`src/rtl/fpro_bus_arbiter_pkg.sv`:
```
// rtl/fpro_bus_arbiter_pkg.sv - shared types and default widths for the FPro bus arbiter
package fpro_arb_pkg;

  localparam int ADDR_W_DEF = 21;
  localparam int DATA_W_DEF = 32;

  typedef enum logic [1:0] {
    IDLE  = 2'd0,
    ISSUE = 2'd1,
    ACK   = 2'd2
  } state_t;

endpackage

```
`src/rtl/fpro_bus_arbiter_if.sv`:
```
// rtl/fpro_bus_arbiter_if.sv - FPro MMIO bus bundle between the arbiter and the MMIO subsystem
interface fpro_bus_arbiter_if #(
  parameter int ADDR_W = 21,
  parameter int DATA_W = 32
);

  logic              fp_mmio_cs;
  logic              fp_wr;
  logic              fp_rd;
  logic [ADDR_W-1:0] fp_addr;
  logic [DATA_W-1:0] fp_wr_data;
  logic [DATA_W-1:0] fp_rd_data;

  modport master (
    output fp_mmio_cs, fp_wr, fp_rd, fp_addr, fp_wr_data,
    input  fp_rd_data
  );

  modport slave (
    input  fp_mmio_cs, fp_wr, fp_rd, fp_addr, fp_wr_data,
    output fp_rd_data
  );

endinterface

```
`src/rtl/fpro_bus_arbiter_rr_arb2.sv`:
```
// rtl/fpro_bus_arbiter_rr_arb2.sv - combinational two-way winner select
module rr_arb2 #(
  parameter int RR_EN = 1
) (
  input  logic [1:0] req,
  input  logic       last_grant,
  output logic       gnt_valid,
  output logic       gnt_idx
);

  always_comb begin
    gnt_valid = |req;
    gnt_idx   = 1'b0;
    // A tie goes to whoever did not win last time; fixed mode always favours master 0.
    if (req == 2'b11) begin
      gnt_idx = (RR_EN != 0) ? ~last_grant : 1'b0;
    end else begin
      gnt_idx = req[1];
    end
  end

endmodule

```
`src/rtl/fpro_bus_arbiter.sv`:
```
// rtl/fpro_bus_arbiter.sv - two-master arbiter serialising single-cycle FPro MMIO bus transactions
module fpro_bus_arbiter
  import fpro_arb_pkg::*;
#(
  parameter int ADDR_W = ADDR_W_DEF,
  parameter int DATA_W = DATA_W_DEF,
  parameter int CNT_W  = 16,
  parameter int RR_EN  = 1
) (
  input  logic              clk,
  input  logic              reset,
  input  logic              m0_req,
  input  logic              m1_req,
  input  logic              m0_wr,
  input  logic              m1_wr,
  input  logic [ADDR_W-1:0] m0_addr,
  input  logic [ADDR_W-1:0] m1_addr,
  input  logic [DATA_W-1:0] m0_wr_data,
  input  logic [DATA_W-1:0] m1_wr_data,
  output logic              m0_ack,
  output logic              m1_ack,
  output logic [DATA_W-1:0] rd_data,
  fpro_bus_arbiter_if.master bus,
  output logic [CNT_W-1:0]  grant_cnt0,
  output logic [CNT_W-1:0]  grant_cnt1,
  output logic              busy
);

  state_t              state_q, state_d;
  logic                cmd_wr_q, cmd_wr_d;
  logic                cmd_idx_q, cmd_idx_d;
  logic [ADDR_W-1:0]   cmd_addr_q, cmd_addr_d;
  logic [DATA_W-1:0]   cmd_data_q, cmd_data_d;
  logic                last_grant_q, last_grant_d;
  logic [DATA_W-1:0]   rd_data_q, rd_data_d;
  logic [CNT_W-1:0]    cnt0_q, cnt0_d;
  logic [CNT_W-1:0]    cnt1_q, cnt1_d;
  logic                gnt_valid;
  logic                gnt_idx;

  function automatic logic [CNT_W-1:0] sat_inc(input logic [CNT_W-1:0] v);
    return (v == {CNT_W{1'b1}}) ? v : v + CNT_W'(1);
  endfunction

  rr_arb2 #(.RR_EN(RR_EN)) u_rr_arb2 (
    .req        ({m1_req, m0_req}),
    .last_grant (last_grant_q),
    .gnt_valid  (gnt_valid),
    .gnt_idx    (gnt_idx)
  );

  always_ff @(posedge clk or posedge reset) begin
    if (reset) begin
      state_q      <= IDLE;
      cmd_wr_q     <= 1'b0;
      cmd_idx_q    <= 1'b0;
      cmd_addr_q   <= '0;
      cmd_data_q   <= '0;
      last_grant_q <= 1'b1;
      rd_data_q    <= '0;
      cnt0_q       <= '0;
      cnt1_q       <= '0;
    end else begin
      state_q      <= state_d;
      cmd_wr_q     <= cmd_wr_d;
      cmd_idx_q    <= cmd_idx_d;
      cmd_addr_q   <= cmd_addr_d;
      cmd_data_q   <= cmd_data_d;
      last_grant_q <= last_grant_d;
      rd_data_q    <= rd_data_d;
      cnt0_q       <= cnt0_d;
      cnt1_q       <= cnt1_d;
    end
  end

  always_comb begin
    state_d = state_q;
    case (state_q)
      IDLE:    if (gnt_valid) state_d = ISSUE;
      ISSUE:   state_d = ACK;
      ACK:     state_d = IDLE;
      default: state_d = IDLE;
    endcase
  end

  always_comb begin
    cmd_wr_d     = cmd_wr_q;
    cmd_idx_d    = cmd_idx_q;
    cmd_addr_d   = cmd_addr_q;
    cmd_data_d   = cmd_data_q;
    last_grant_d = last_grant_q;
    rd_data_d    = rd_data_q;
    cnt0_d       = cnt0_q;
    cnt1_d       = cnt1_q;
    // The winner's command is frozen here so late master-side changes cannot reach the bus.
    if (state_q == IDLE && gnt_valid) begin
      cmd_idx_d    = gnt_idx;
      last_grant_d = gnt_idx;
      cmd_wr_d     = gnt_idx ? m1_wr      : m0_wr;
      cmd_addr_d   = gnt_idx ? m1_addr    : m0_addr;
      cmd_data_d   = gnt_idx ? m1_wr_data : m0_wr_data;
    end
    if (state_q == ISSUE && !cmd_wr_q) begin
      rd_data_d = bus.fp_rd_data;
    end
    if (state_q == ACK) begin
      if (cmd_idx_q) cnt1_d = sat_inc(cnt1_q);
      else           cnt0_d = sat_inc(cnt0_q);
    end
  end

  always_comb begin
    bus.fp_mmio_cs = 1'b0;
    bus.fp_wr      = 1'b0;
    bus.fp_rd      = 1'b0;
    bus.fp_addr    = '0;
    bus.fp_wr_data = '0;
    m0_ack         = 1'b0;
    m1_ack         = 1'b0;
    if (state_q == ISSUE) begin
      bus.fp_mmio_cs = 1'b1;
      bus.fp_wr      = cmd_wr_q;
      bus.fp_rd      = ~cmd_wr_q;
      bus.fp_addr    = cmd_addr_q;
      bus.fp_wr_data = cmd_data_q;
    end
    if (state_q == ACK) begin
      m0_ack = ~cmd_idx_q;
      m1_ack = cmd_idx_q;
    end
    busy       = (state_q != IDLE);
    rd_data    = rd_data_q;
    grant_cnt0 = cnt0_q;
    grant_cnt1 = cnt1_q;
  end

endmodule

```
`src/flat_wrapper.sv`:
```
// flat-port wrapper written by rule: the top's interface ports become plain ports
module fpro_bus_arbiter_flat import fpro_arb_pkg::*;
#(
  parameter int ADDR_W = ADDR_W_DEF,
  parameter int DATA_W = DATA_W_DEF,
  parameter int CNT_W  = 16,
  parameter int RR_EN  = 1
)
  (clk, reset, m0_req, m1_req, m0_wr, m1_wr, m0_addr, m1_addr, m0_wr_data, m1_wr_data, m0_ack, m1_ack, rd_data, grant_cnt0, grant_cnt1, busy, bus_fp_mmio_cs, bus_fp_wr, bus_fp_rd, bus_fp_addr, bus_fp_wr_data, bus_fp_rd_data);
  fpro_bus_arbiter_if #(.ADDR_W(ADDR_W), .DATA_W(DATA_W)) bus_i ();
  input  logic clk;
  input  logic reset;
  input  logic m0_req;
  input  logic m1_req;
  input  logic m0_wr;
  input  logic m1_wr;
  input  logic [ADDR_W-1:0] m0_addr;
  input  logic [ADDR_W-1:0] m1_addr;
  input  logic [DATA_W-1:0] m0_wr_data;
  input  logic [DATA_W-1:0] m1_wr_data;
  output logic m0_ack;
  output logic m1_ack;
  output logic [DATA_W-1:0] rd_data;
  output logic [CNT_W-1:0] grant_cnt0;
  output logic [CNT_W-1:0] grant_cnt1;
  output logic busy;
  output wire logic [$bits(bus_i.fp_mmio_cs)-1:0] bus_fp_mmio_cs;
  output wire logic [$bits(bus_i.fp_wr)-1:0] bus_fp_wr;
  output wire logic [$bits(bus_i.fp_rd)-1:0] bus_fp_rd;
  output wire logic [$bits(bus_i.fp_addr)-1:0] bus_fp_addr;
  output wire logic [$bits(bus_i.fp_wr_data)-1:0] bus_fp_wr_data;
  input wire logic [$bits(bus_i.fp_rd_data)-1:0] bus_fp_rd_data;
  assign bus_fp_mmio_cs = bus_i.fp_mmio_cs;
  assign bus_fp_wr = bus_i.fp_wr;
  assign bus_fp_rd = bus_i.fp_rd;
  assign bus_fp_addr = bus_i.fp_addr;
  assign bus_fp_wr_data = bus_i.fp_wr_data;
  assign bus_i.fp_rd_data = bus_fp_rd_data;
  fpro_bus_arbiter #(.ADDR_W(ADDR_W), .DATA_W(DATA_W), .CNT_W(CNT_W), .RR_EN(RR_EN)) u_core (.clk(clk), .reset(reset), .m0_req(m0_req), .m1_req(m1_req), .m0_wr(m0_wr), .m1_wr(m1_wr), .m0_addr(m0_addr), .m1_addr(m1_addr), .m0_wr_data(m0_wr_data), .m1_wr_data(m1_wr_data), .m0_ack(m0_ack), .m1_ack(m1_ack), .rd_data(rd_data), .bus(bus_i), .grant_cnt0(grant_cnt0), .grant_cnt1(grant_cnt1), .busy(busy));
endmodule
```
`config.mk`:
```
export PLATFORM = sky130hd
export DESIGN_NAME = fpro_bus_arbiter_flat
export DESIGN_NICKNAME = d
export VERILOG_FILES = /design/src/rtl/fpro_bus_arbiter_pkg.sv /design/src/rtl/fpro_bus_arbiter_if.sv /design/src/rtl/fpro_bus_arbiter_rr_arb2.sv /design/src/rtl/fpro_bus_arbiter.sv /design/src/flat_wrapper.sv
export SDC_FILE = /design/constraint.sdc
export NUM_CORES = 1
export LEC_CHECK = 0
export BUFFER_PORTS_ARGS = -buffer_cell sky130_fd_sc_hd__buf_4
export CORE_ASPECT_RATIO = 0.75
export CORE_MARGIN = 1.5
export CORE_UTILIZATION = 45
export DETAILED_ROUTE_END_ITERATION = 6
export HOLD_SLACK_MARGIN = 0.02
export PLACE_DENSITY = 0.82
export SYNTH_ARGS = -nofsm -noshare
export SYNTH_HDL_FRONTEND = slang
export SYNTH_SLANG_ARGS = --single-unit
```
`constraint.sdc`:
```
create_clock -name clk -period 10.41 [get_ports clk]
set_clock_uncertainty 0.15 [all_clocks]
set_input_delay 2.082 -clock clk [delete_from_list [all_inputs] [get_ports clk]]
set_output_delay 2.082 -clock clk [all_outputs]
set_load 0.05 [all_outputs]
```
Yosys cells after proc, flatten, opt, wreduce, memory -nomap -nowiden
Index checks and enable logic that the tools add are counted.
{"block": "op_classes", "reduce_logical": 8, "n_bitwise": 5, "n_eq_ne": 6, "n_mux": 13, "addsub": 2}
{"operator": "$mux 32", "n": 2}
{"operator": "$mux 21", "n": 2}
{"operator": "$add 16x1->16 const B", "n": 2}
{"operator": "$eq 16x16->1 const B", "n": 2}
{"operator": "$mux 1", "n": 7}
{"operator": "$reduce_and 3->1", "n": 2}
{"operator": "$not 1->1", "n": 5}
{"operator": "$eq 2x2->1 const B", "n": 2}
{"operator": "$pmux 2 s2", "n": 1}
{"operator": "$eq 2x1->1 const B", "n": 1}
{"operator": "$logic_and 1x1->1", "n": 2}
{"operator": "$logic_not 2->1", "n": 1}
{"operator": "$mux 2", "n": 1}
{"operator": "$ne 2x1->1 const B", "n": 1}
{"operator": "$reduce_bool 2->1", "n": 1}
{"operator": "$reduce_or 2->1", "n": 1}
{"operator": "$logic_not 1->1", "n": 1}
{"block": "word_totals", "word_cells": 43, "inputBits": 144, "ff_bits": 122}

Longest topological paths before layout
Gate-level depths: netlist (run 1).
{"block": "logic_depth", "depth_word": 3, "mapped_depth": 6, "mapped_depth_nobuf": 5}

Modules after synthesis
From an unflattened synthesis (run 1), not the netlist that was laid out.
{"block": "hier_totals", "cells_unflattened": 531, "hier_area_um2": 5806.8}
{"module": "fpro_bus_arbiter", "instances": 1, "cells_per_inst": 529, "area_each_um2": 5793.1}
{"module": "rr_arb2", "instances": 1, "cells_per_inst": 2, "area_each_um2": 13.8}

Worst setup path before layout (run 1)
Ideal clock, no wire load.
{"block": "synth_timing", "kind": "flip-flop to output port", "from": "register u_core.state_q[1]", "to": "output bus_fp_wr_data[22]", "path_buffers": 2, "path_stages_with_launch": 5, "arrival_time_ps": 1863, "path_slack_ps": 6315, "cell_sequence": "dfrtp_1 nor2b_1 clkbuf_1 clkbuf_1 and2_1"}
{"block": "synth_via", "elab_chain_cells": 2}
{"item": "from (decl)", "line": "fpro_bus_arbiter.sv:29", "source": "state_t state_q, state_d;"}
{"item": "from (signal assigned)", "line": "fpro_bus_arbiter.sv:64", "source": "state_q <= state_d;"}
{"item": "$eq 2x1->1", "line": "fpro_bus_arbiter.sv:120", "source": "if (state_q == ISSUE) begin"}
{"item": "$mux 32", "line": "fpro_bus_arbiter.sv:120"}
{"item": "to (decl)", "line": "flat_wrapper.sv:31", "source": "output wire logic [$bits(bus_i.fp_wr_data)-1:0] bus_fp_wr_data;"}
Every way passes these cells.

Final worst setup path (run 1)
{"block": "layout_timing", "from": "register u_core.state_q[1]", "to": "output bus_fp_rd"}
{"block": "layout_via", "elab_chain_cells": 2}
{"item": "$eq 2x1->1", "line": "fpro_bus_arbiter.sv:120"}
{"item": "$mux 1", "line": "fpro_bus_arbiter.sv:120"}
{"item": "to (decl)", "line": "flat_wrapper.sv:29", "source": "output wire logic [$bits(bus_i.fp_rd)-1:0] bus_fp_rd;"}
Every way passes these cells.

==> results of run 1 <==
-- synth_stat cells (all sizes together) --
cell type  number  area [um^2]
nor3            8         40.0
or3b            1         8.76
or4             1         11.3
mux2i          54          541
a31oi           2         12.5
dfstp           1         26.3
o21a            2         15.0
nor3b           1         7.51
a21oi          57          285
xor2           20          175
clkbuf         21         78.8
nand4b          1         8.76
nor2b           4         25.0
ha              2         25.0
and4            3         26.3
a211oi          3         32.5
xnor2           5         43.8
and2           55          344
nor4           10         75.1
inv             7         26.3
nand3b          2         15.0
buf             9         45.0
dfrtp         121         3030
nor4bb          1         10.0
nor4b           3         26.3
nor2           64          240
mux2           36          405
nand4           9         56.3
nand2          11         41.3
a21boi          1         7.51
or2             2         12.5
o21ai           1         5.00
nand3          14         70.1
-- sequential cells by signal (all words and copies together), names as in the netlist --
signal,flops
u_core.grant_cnt0,16
u_core.state_q,2
u_core.rd_data,32
u_core.grant_cnt1,16
u_core.cmd_wr_q,1
u_core.cmd_addr_q,21
u_core.last_grant_q,1
u_core.cmd_data_q,32
u_core.cmd_idx_q,1
-- worst paths after layout --
path	from	to	slack, ps	cells past startpoint
worst max-delay path	u_core.state_q[1]	bus_fp_rd	5570	4
worst min-delay path	u_core.rd_data[27]	u_core.rd_data[27]	330	1
worst max register to register	u_core.state_q[1]	u_core.rd_data[1]	7840	4
worst min register to register	u_core.rd_data[27]	u_core.rd_data[27]	330	1
max in group asynchronous	reset	u_core.grant_cnt1[15]	7140	3
min in group asynchronous	reset	u_core.rd_data[9]	1670	2
-- cells by family after synthesis --
logic type,Yosys count
XOR/XNOR,25
adder cells (fa/ha/maj),2
buffers and inverters,37
flip-flops,122
AND/OR/NAND/NOR,190
multiplexers,90
AO/OA/AOI/OAI,66
-- worst register-to-register path, stage by stage, from the launching register on --
cell,delay (ps)
dfrtp_1,430
nor2b_4,790
nor2b_4,300
buf_4,380
mux2_1,390
-- metal layers --
metal / track usage [%] / vias up / wire, um / part of all wire, %
li1: - / 2361 / - / -
met1: 26.8 / 2380 / 6080 / 38
met2: 40.8 / 219 / 8110 / 51
met3: 8.35 / 21 / 1440 / 9.1
met4: 7.61 / 0 / 179 / 1.1
met5: 0 / - / 0 / 0
-- cell type report --
class                      count  share of cell area, %
multi-input combinational    373                   30.4
inverter                       7                  0.337
sequential                   122                   35.7
clock inverter                14                   2.28
clock buffer                  18                   5.14
timing repair buffer         269                   23.6
tap                          166                   2.43
-- power groups by stage --
stage	Sequential, mW	Combinational (mW)	Clock (mW)
2_1_floorplan	1.04	0.804	0
3_3_place_gp	0.780	1.50	0
3_5_place_dp	0.793	1.53	0
4_1_cts	0.789	1.53	0.636
5_1_grt	0.814	1.61	0.658
6_report	0.790	1.52	0.625
-- stage by stage --
stage                     worst slack [ps]  hold slack (ps)  instances  utilization, %  area [um^2]
after floorplan                       4940              308        532               -         5770
after global placement                6020              321        937            63.8         7910
after detailed placement              5950              328        937            63.8         7910
after CTS                             5520              341        969            68.9         8540
after global routing                  5350              362        969            68.9         8540
final                                 5570              333        969            68.9         8540
==> flow_summary.yaml, run 1 <==
status:
  status: "finished clean"
synth:
  syn_inst: 532
  ys_ff_latch: 122
  syn_area_um2: 5770
  synth_xor_xnor_area_share_pct: 3.79
  synth-simple-area-share_pct: 17.6
  ys_seq_area_share_pct: 52.9
  synth_top_family_by_area: "simple AND/OR/NAND/NOR gates"
  synth_nets: 678
  yosysUniqueCellTypes: 37
  synth-compound-area-share_pct: 6.20
  synth.mux.area_fraction_pct: 16.4
  synthAdderAreaFrac_pct: 0.434
  yosys_warnings: 0
  syn_avg_cell_area_um2: 10.8
timing:
  fin_crit_ps: 4840
  drv_slew: 0
  setup_violations: 0
  relSlewSlack_pct: 27.1
  period_share_pct: 46.5
  max_freq_mhz: 207
  rsz0062_at_grt: "false"
  fin_setup_tns_ps: 0
  worst_slew_pin_slew_ps: 1090
  hold_viol: 0
layout:
  final_cell_mix: "269 x buf_4, 121 x dfrtp_1, 64 x nor2_1"
  diodes: 0
  final_common_cell: "buf_4"
  syn2layout_area_growth_pct: 48.1
  register_area_um2: 3050
  nFillCells: 944
  nets: 936
  drive_above_1_share_pct: 39.1
  multi_input_area_um2: 2600
drt:
  drt_wl_total_mm: 15.8
  wl_per_cell_um: 16.3
  drt_iter0_drc: 201
  ant_nets: 0
  first_pass_iters: 4
  drc: 0
  vias: 4981
  vias_per_cell: 5.14
clock_tree:
  cts_tree: "built"
  clockBufferDepth: 2
  post_cts_resized: 0
  clock_latency_ps: 410
  tritoncts.num_buffers: 17
  clk_pin_slew_ps: 60
  cts_hold_buf: 0
  cts_htree_levels: 4
  numClockSinks: 122
  root_buffer: "clkbuf_16"
  post_cts_buffers: 0
global_routing:
  grt-ovfl-total: 0
  antenna_found_initial: 0
  grt.total_usage_pct: 23.3
  grt_pass1_wl_mm: 24.6
  first_global_vias: 4971
  grt_max_degree: 111
job:
  drv_cap: 0
power:
  combPwrFrac_pct: 51.7
  p_sw_share_pct: 46.8
  p_per_area_nw_per_um2: 343
  power_frac_seq_pct: 26.9
  p_clk_share_pct: 21.3
  irDropWorstVdd_uv: 216
  leakage_nw: 4.15
  switchingPower_mw: 1.37
  p_int_mw: 1.56
  total_power_mw: 2.93
floorplan:
  chipHeight_um: 101
  die_w_um: 134
  io-pin-count: 267
  fp.coreArea_um2: 12400
  placementRows: 35
  die_area_um2: 13500
  initial_core_util_pct: 46.6
critical_path:
  crit_path_end_kind: "primary output"
  cp_top_family: "simple AND/OR/NAND/NOR gates"
  critPathMaxFanout: 56
  cpPeakStageDelay_ps: 790
  cp.arrival_ps: 2600
  cp-start-kind: "register"
  crit_chain: "nor2b_4, nor2b_4, buf_4, buf_4"
  cp_slowest_cell: "nor2b_4"
  critPathRequiredTime_ps: 8180
  path_class: "register to primary output"
  cp_num_buf_inv: 2
placement:
  io_buffers: 266
  gp_congestion: 0.880
  dpl.hpwl_mm: 11.4
min_path:
  hp-class: "register to register"
Note: power is estimated with default switching activity, not from simulation.
==> run 2: changes to the inputs <==
--- a/config.mk
+++ b/config.mk
@@ -8,7 +8,7 @@
 export BUFFER_PORTS_ARGS = -buffer_cell sky130_fd_sc_hd__buf_4
 export CORE_ASPECT_RATIO = 0.75
 export CORE_MARGIN = 1.5
-export CORE_UTILIZATION = 45
+export CORE_UTILIZATION = 43
 export DETAILED_ROUTE_END_ITERATION = 6
 export HOLD_SLACK_MARGIN = 0.02
 export PLACE_DENSITY = 0.82
==> constraint.sdc (replaced) <==
create_clock -name clk -period 4.1 [get_ports clk]
set_clock_uncertainty 0.15 [all_clocks]
set_input_delay 0.82 -clock clk [delete_from_list [all_inputs] [get_ports clk]]
set_output_delay 0.82 -clock clk [all_outputs]
set_load 0.05 [all_outputs]
==> run 2 against run 1 <==
Effect of this change: setup slack worse by 4700 ps; sequential power increased to 2.5 times the previous value; non-clock buffer count did not move; final area grew 0.22%; via count down 1.7%; first-iteration DRC count down 1.0%; flip-flop and latch count stayed put; clock-buffer cell count rose by 1.
==> flow_summary.yaml, run 2 (same netlist as run 1, synthesis figures left out) <==
timing:
  max_freq_mhz: 309
  fin_setup_tns_ps: 0
  setup_violations: 0
  drv_slew: 0
  worst_slew_pin_slew_ps: 1130
  relSlewSlack_pct: 24.8
  hold_viol: 0
  period_share_pct: 78.8
  rsz0062_at_grt: "false"
  fin_crit_ps: 3230
global_routing:
  grt-ovfl-total: 0
  antenna_found_initial: 0
  grt_max_degree: 123
  grt_pass1_wl_mm: 22.6
  grt.total_usage_pct: 20.8
  first_global_vias: 4630
layout:
  fin_cells: 974
  syn2layout_area_growth_pct: 48.4
  diodes: 0
  drive_above_1_share_pct: 39.1
  final_common_cell: "buf_4"
  final_cell_mix: "267 x buf_4, 121 x dfrtp_1, 64 x nor2_1"
  nets: 936
floorplan:
  die_w_um: 137
  io-pin-count: 267
  chipHeight_um: 103
  die_area_um2: 14100
  initial_core_util_pct: 44.2
  fp.coreArea_um2: 13100
  placementRows: 36
power:
  p_per_area_nw_per_um2: 862
  leakage_nw: 4.16
  irDropWorstVdd_uv: 649
critical_path:
  critPathMaxFanout: 56
  r2r_end: "u_core.rd_data[20]"
  cp.arrival_ps: 2260
  path_class: "register to primary output"
  cp-start-kind: "register"
  r2r_start: "u_core.state_q[0]"
  crit_path_end_kind: "primary output"
  worst-r2r-cell-count: 4
  critPathRequiredTime_ps: 3130
  rrSetupSlack_ps: 1400
drt:
  top_layer: "met4"
  drt_wl_total_mm: 14.8
  ant_nets: 0
  vias: 4894
  first_pass_iters: 4
  wl_per_cell_um: 15.2
  drt-met1-wl_mm: 6.21
  vias_per_cell: 5.02
  wl_met3_mm: 1.01
  drt_iter0_drc: 199
  drc: 0
  wl_met2_mm: 7.45
job:
  drv_cap: 0
clock_tree:
  post_cts_resized: 0
  cts_tree: "built"
  numClockSinks: 122
  tritoncts.num_buffers: 17
  cts_htree_levels: 4
  post_cts_buffers: 0
  root_buffer: "clkbuf_16"
  clock_latency_ps: 410
  clk_pin_slew_ps: 50
  cts_hold_buf: 0
  clockBufferDepth: 2
min_path:
  hp-class: "register to register"
  hold_end: "u_core.rd_data[23]"
  min_path_cells: 1
  min_from: "u_core.rd_data[23]"
placement:
  dpl.hpwl_mm: 10.6
  dp.cells: 942
  io_buffers: 266
  gp_congestion: 0.808
status:
  status: "finished clean"
==> run 2: changes by cell type in the layout (fill, tap and decap cells not counted) <==
cell and delta:
buf_12 +2, clkinvlp_4 -1, clkinv_4 +1, clkbuf_8 +1, inv_6 +1, inv_4 -1
bufinv_16 -1, buf_4 -2
==> run 2: layout make-up <==
class                   instances  area, um^2
clock buffers                  19         453
repair buffers                269        2040
inverters                       7        30.0
clock inverters                13         168
flip-flops and latches        122        3050
fillers                      1023        4500
multi-input cells             373        2600
well taps                     171         214
==> run 2: metrics by stage <==
step | util, % | setup WS, ps | area, um^2 | total power [mW] | hold WS [ps]
floorplan | - | 1270 | 5770 | 4.69 | 308
global placement | 60.8 | 1350 | 7940 | 5.79 | 319
detailed placement | 60.8 | 1280 | 7940 | 5.89 | 329
CTS | 65.6 | 834 | 8560 | 7.45 | 341
global route | 65.6 | 662 | 8560 | 7.78 | 356
finish | 65.6 | 868 | 8560 | 7.39 | 336
==> run 2: per-layer routing <==
layer | track usage [%] | vias to the layer above
met5 | 0 | -
met4 | 8.43 | 0
met3 | 5.17 | 9
met2 | 34.7 | 180
met1 | 26.2 | 2344
li1 | - | 2361
==> run 2: critical path: stages (launching register included) <==
cell     delay [ps]
dfrtp_1         390
nor2b_4         930
nor2b_4         320
buf_4           200
==> run 2: power by group <==
group	internal (mW)	leakage [nW]	switching (mW)
Clock	0.992	0.300	0.541
Combinational	1.23	2.40	2.62
Sequential	1.70	1.46	0.307
==> run 2: worst max path at each step <==
stage | from | endpoint | slack (ps) | depth (start not counted)
2_1_floorplan | u_core.state_q[1] | bus_fp_wr_data[22] | 1270 | 4
3_3_place_gp | u_core.state_q[1] | bus_fp_rd | 1350 | 3
3_5_place_dp | u_core.state_q[1] | bus_fp_rd | 1280 | 3
4_1_cts | u_core.state_q[0] | bus_fp_rd | 830 | 3
5_1_grt | u_core.state_q[0] | bus_fp_rd | 660 | 3
6_report | u_core.state_q[0] | bus_fp_rd | 870 | 3
==> run 3: changes to the inputs <==
--- a/config.mk
+++ b/config.mk
@@ -8,7 +8,7 @@
 export BUFFER_PORTS_ARGS = -buffer_cell sky130_fd_sc_hd__buf_4
 export CORE_ASPECT_RATIO = 0.75
 export CORE_MARGIN = 1.5
-export CORE_UTILIZATION = 43
+export CORE_UTILIZATION = 45
 export DETAILED_ROUTE_END_ITERATION = 6
 export HOLD_SLACK_MARGIN = 0.02
 export PLACE_DENSITY = 0.82
==> constraint.sdc (replaced) <==
create_clock -name clk -period 3.1 [get_ports clk]
set_clock_uncertainty 0.15 [all_clocks]
set_input_delay 0.62 -clock clk [delete_from_list [all_inputs] [get_ports clk]]
set_output_delay 0.62 -clock clk [all_outputs]
set_load 0.05 [all_outputs]
==> run 3 against run 2 <==
Effect of this change: setup slack got worse by 600 ps; routed wire length rose by 5.3%; hold slack got worse by 110 ps; flip-flop and latch count stayed put; sequential share of layout area is 0.14 points higher; global-route usage rose by 2.2 points; first-iteration DRC count rose by 20%.
==> flow_summary.yaml, run 3 (same netlist as run 1, synthesis figures left out) <==
critical_path:
  cp_slowest_cell: "dfrtp_1"
  worstSetupStartpoint: "u_core.state_q[1]"
  cp-start-kind: "register"
  cp.arrival_ps: 2060
  worst-r2r-cell-count: 4
  r2r_start: "u_core.state_q[1]"
  rrSetupSlack_ps: 830
  cp_common_cell: "buf_4"
  cp_num_buf_inv: 2
  cpPeakStageDelay_ps: 440
  r2r_end: "u_core.rd_data[27]"
  path_depth: 4
  cp-endpoint: "bus_fp_addr[16]"
  critPathMaxFanout: 31
  critPathRequiredTime_ps: 2330
  crit_path_end_kind: "primary output"
  crit_chain: "nor2b_4, buf_4, and2_1, buf_4"
  cp_top_family: "simple AND/OR/NAND/NOR gates"
  path_class: "register to primary output"
layout:
  syn2layout_area_growth_pct: 47.8
  fin_cells: 972
  final_common_cell: "buf_4"
  final_cell_mix: "270 x buf_4, 121 x dfrtp_1, 64 x nor2_1"
  drive_above_1_share_pct: 39.2
  diodes: 0
  nets: 940
status:
  status: "finished clean"
timing:
  drv_slew: 0
  rsz0062_at_grt: "false"
  setup_violations: 0
  worst_slew_pin_slew_ps: 651
  period_share_pct: 91.2
  whs_ps: 227
  hold_viol: 0
  fin_setup_tns_ps: 0
  max_freq_mhz: 354
  fin_crit_ps: 2830
  relSlewSlack_pct: 56.2
clock_tree:
  cts_htree_levels: 4
  cts_hold_buf: 0
  clockBufferDepth: 2
  post_cts_resized: 0
  clk_pin_slew_ps: 60
  cts_tree: "built"
  numClockSinks: 122
  root_buffer: "clkbuf_16"
  tritoncts.num_buffers: 17
  clock_latency_ps: 400
  post_cts_buffers: 0
global_routing:
  first_global_vias: 4838
  use_met2_pct: 39.5
  antenna_found_initial: 0
  use_met1_pct: 28.4
  grt_max_degree: 123
  grt.busiest_layer: "met2"
  grt-ovfl-total: 0
  grt.total_usage_pct: 23.0
  use_met3_pct: 6.08
  grt_pass1_wl_mm: 24.2
floorplan:
  io-pin-count: 267
  die_w_um: 134
  placementRows: 35
  fp.coreArea_um2: 12400
  initial_core_util_pct: 46.6
  chipHeight_um: 101
  die_area_um2: 13500
placement:
  io_buffers: 266
  dp.cells: 941
  dpl.hpwl_mm: 11.3
  gp_congestion: 0.882
drt:
  wl_per_cell_um: 16.0
  vias: 4928
  vias_per_cell: 5.07
  first_pass_iters: 6
  drt_iter0_drc: 238
  ant_nets: 0
  drt_wl_total_mm: 15.6
  drc: 0
job:
  drv_cap: 0
min_path:
  hp-class: "input pin to asynchronous set/reset pin"
power:
  p_per_area_nw_per_um2: 1130
  leakage_nw: 4.14
  irDropWorstVdd_uv: 710
-- run 3: cell count changes in the layout (fill, tap and decap cells not counted), sizes merged --
cell      change
buf           +4
bufinv        -2
clkbuf        -1
clkinv        -1
clkinvlp      +2
inv           +1
-- run 3: layer usage --
metal	vias to the layer above	wire length, um
met5	-	0
met4	0	252
met1	2351	6550
met3	21	1050
li1	2366	-
met2	190	7740
-- run 3: per-stage QoR --
stage / instance area [um^2] / utilization (%) / total power, mW / worst slack [ps]
global route: 8530 / 68.8 / 10.1 / 140
finish: 8530 / 68.8 / 9.62 / 272
detailed placement: 7980 / 64.4 / 7.82 / 734
floorplan: 5770 / - / 6.20 / 467
global placement: 7980 / 64.4 / 7.70 / 833
CTS: 8530 / 68.8 / 9.69 / 294
-- run 3: final cells by class --
class / count / area [um^2]
Fill cell: 915 / 3860
Timing Repair Buffer: 273 / 2090
Inverter: 7 / 30.0
Multi-Input combinational cell: 373 / 2600
Clock buffer: 18 / 429
Tap cell: 166 / 208
Sequential cell: 122 / 3050
Clock inverter: 13 / 123
-- run 3: how the worst min path moves through the flow --
| stage | slack [ps] | startpoint | endpoint | depth (start not counted) |
|---|---|---|---|---|
| 4_1_cts | 250 | m0_req | u_core.last_grant_q | 2 |
| 3_3_place_gp | 320 | u_core.rd_data[16] | u_core.rd_data[16] | 1 |
| 5_1_grt | 250 | m0_req | u_core.last_grant_q | 2 |
| 2_1_floorplan | 310 | u_core.state_q[1] | u_core.state_q[1] | 1 |
| 3_5_place_dp | 330 | u_core.rd_data[6] | u_core.rd_data[6] | 1 |
| 6_report | 230 | reset | u_core.grant_cnt1[10] | 3 |
-- run 3: worst reg2reg max path, stage by stage (launching register included) --
cell and delay [ps]:
dfrtp_1 440, nor2b_4 420, nor2b_4 350, buf_4 400
mux2_1 390
-- run 3: where the power goes --
part | internal, mW | switching (mW) | total, mW
Sequential | 2.25 | 0.417 | 2.67
Clock | 1.10 | 0.727 | 1.83
Combinational | 1.65 | 3.47 | 5.12
Total | 5.01 | 4.61 | 9.62
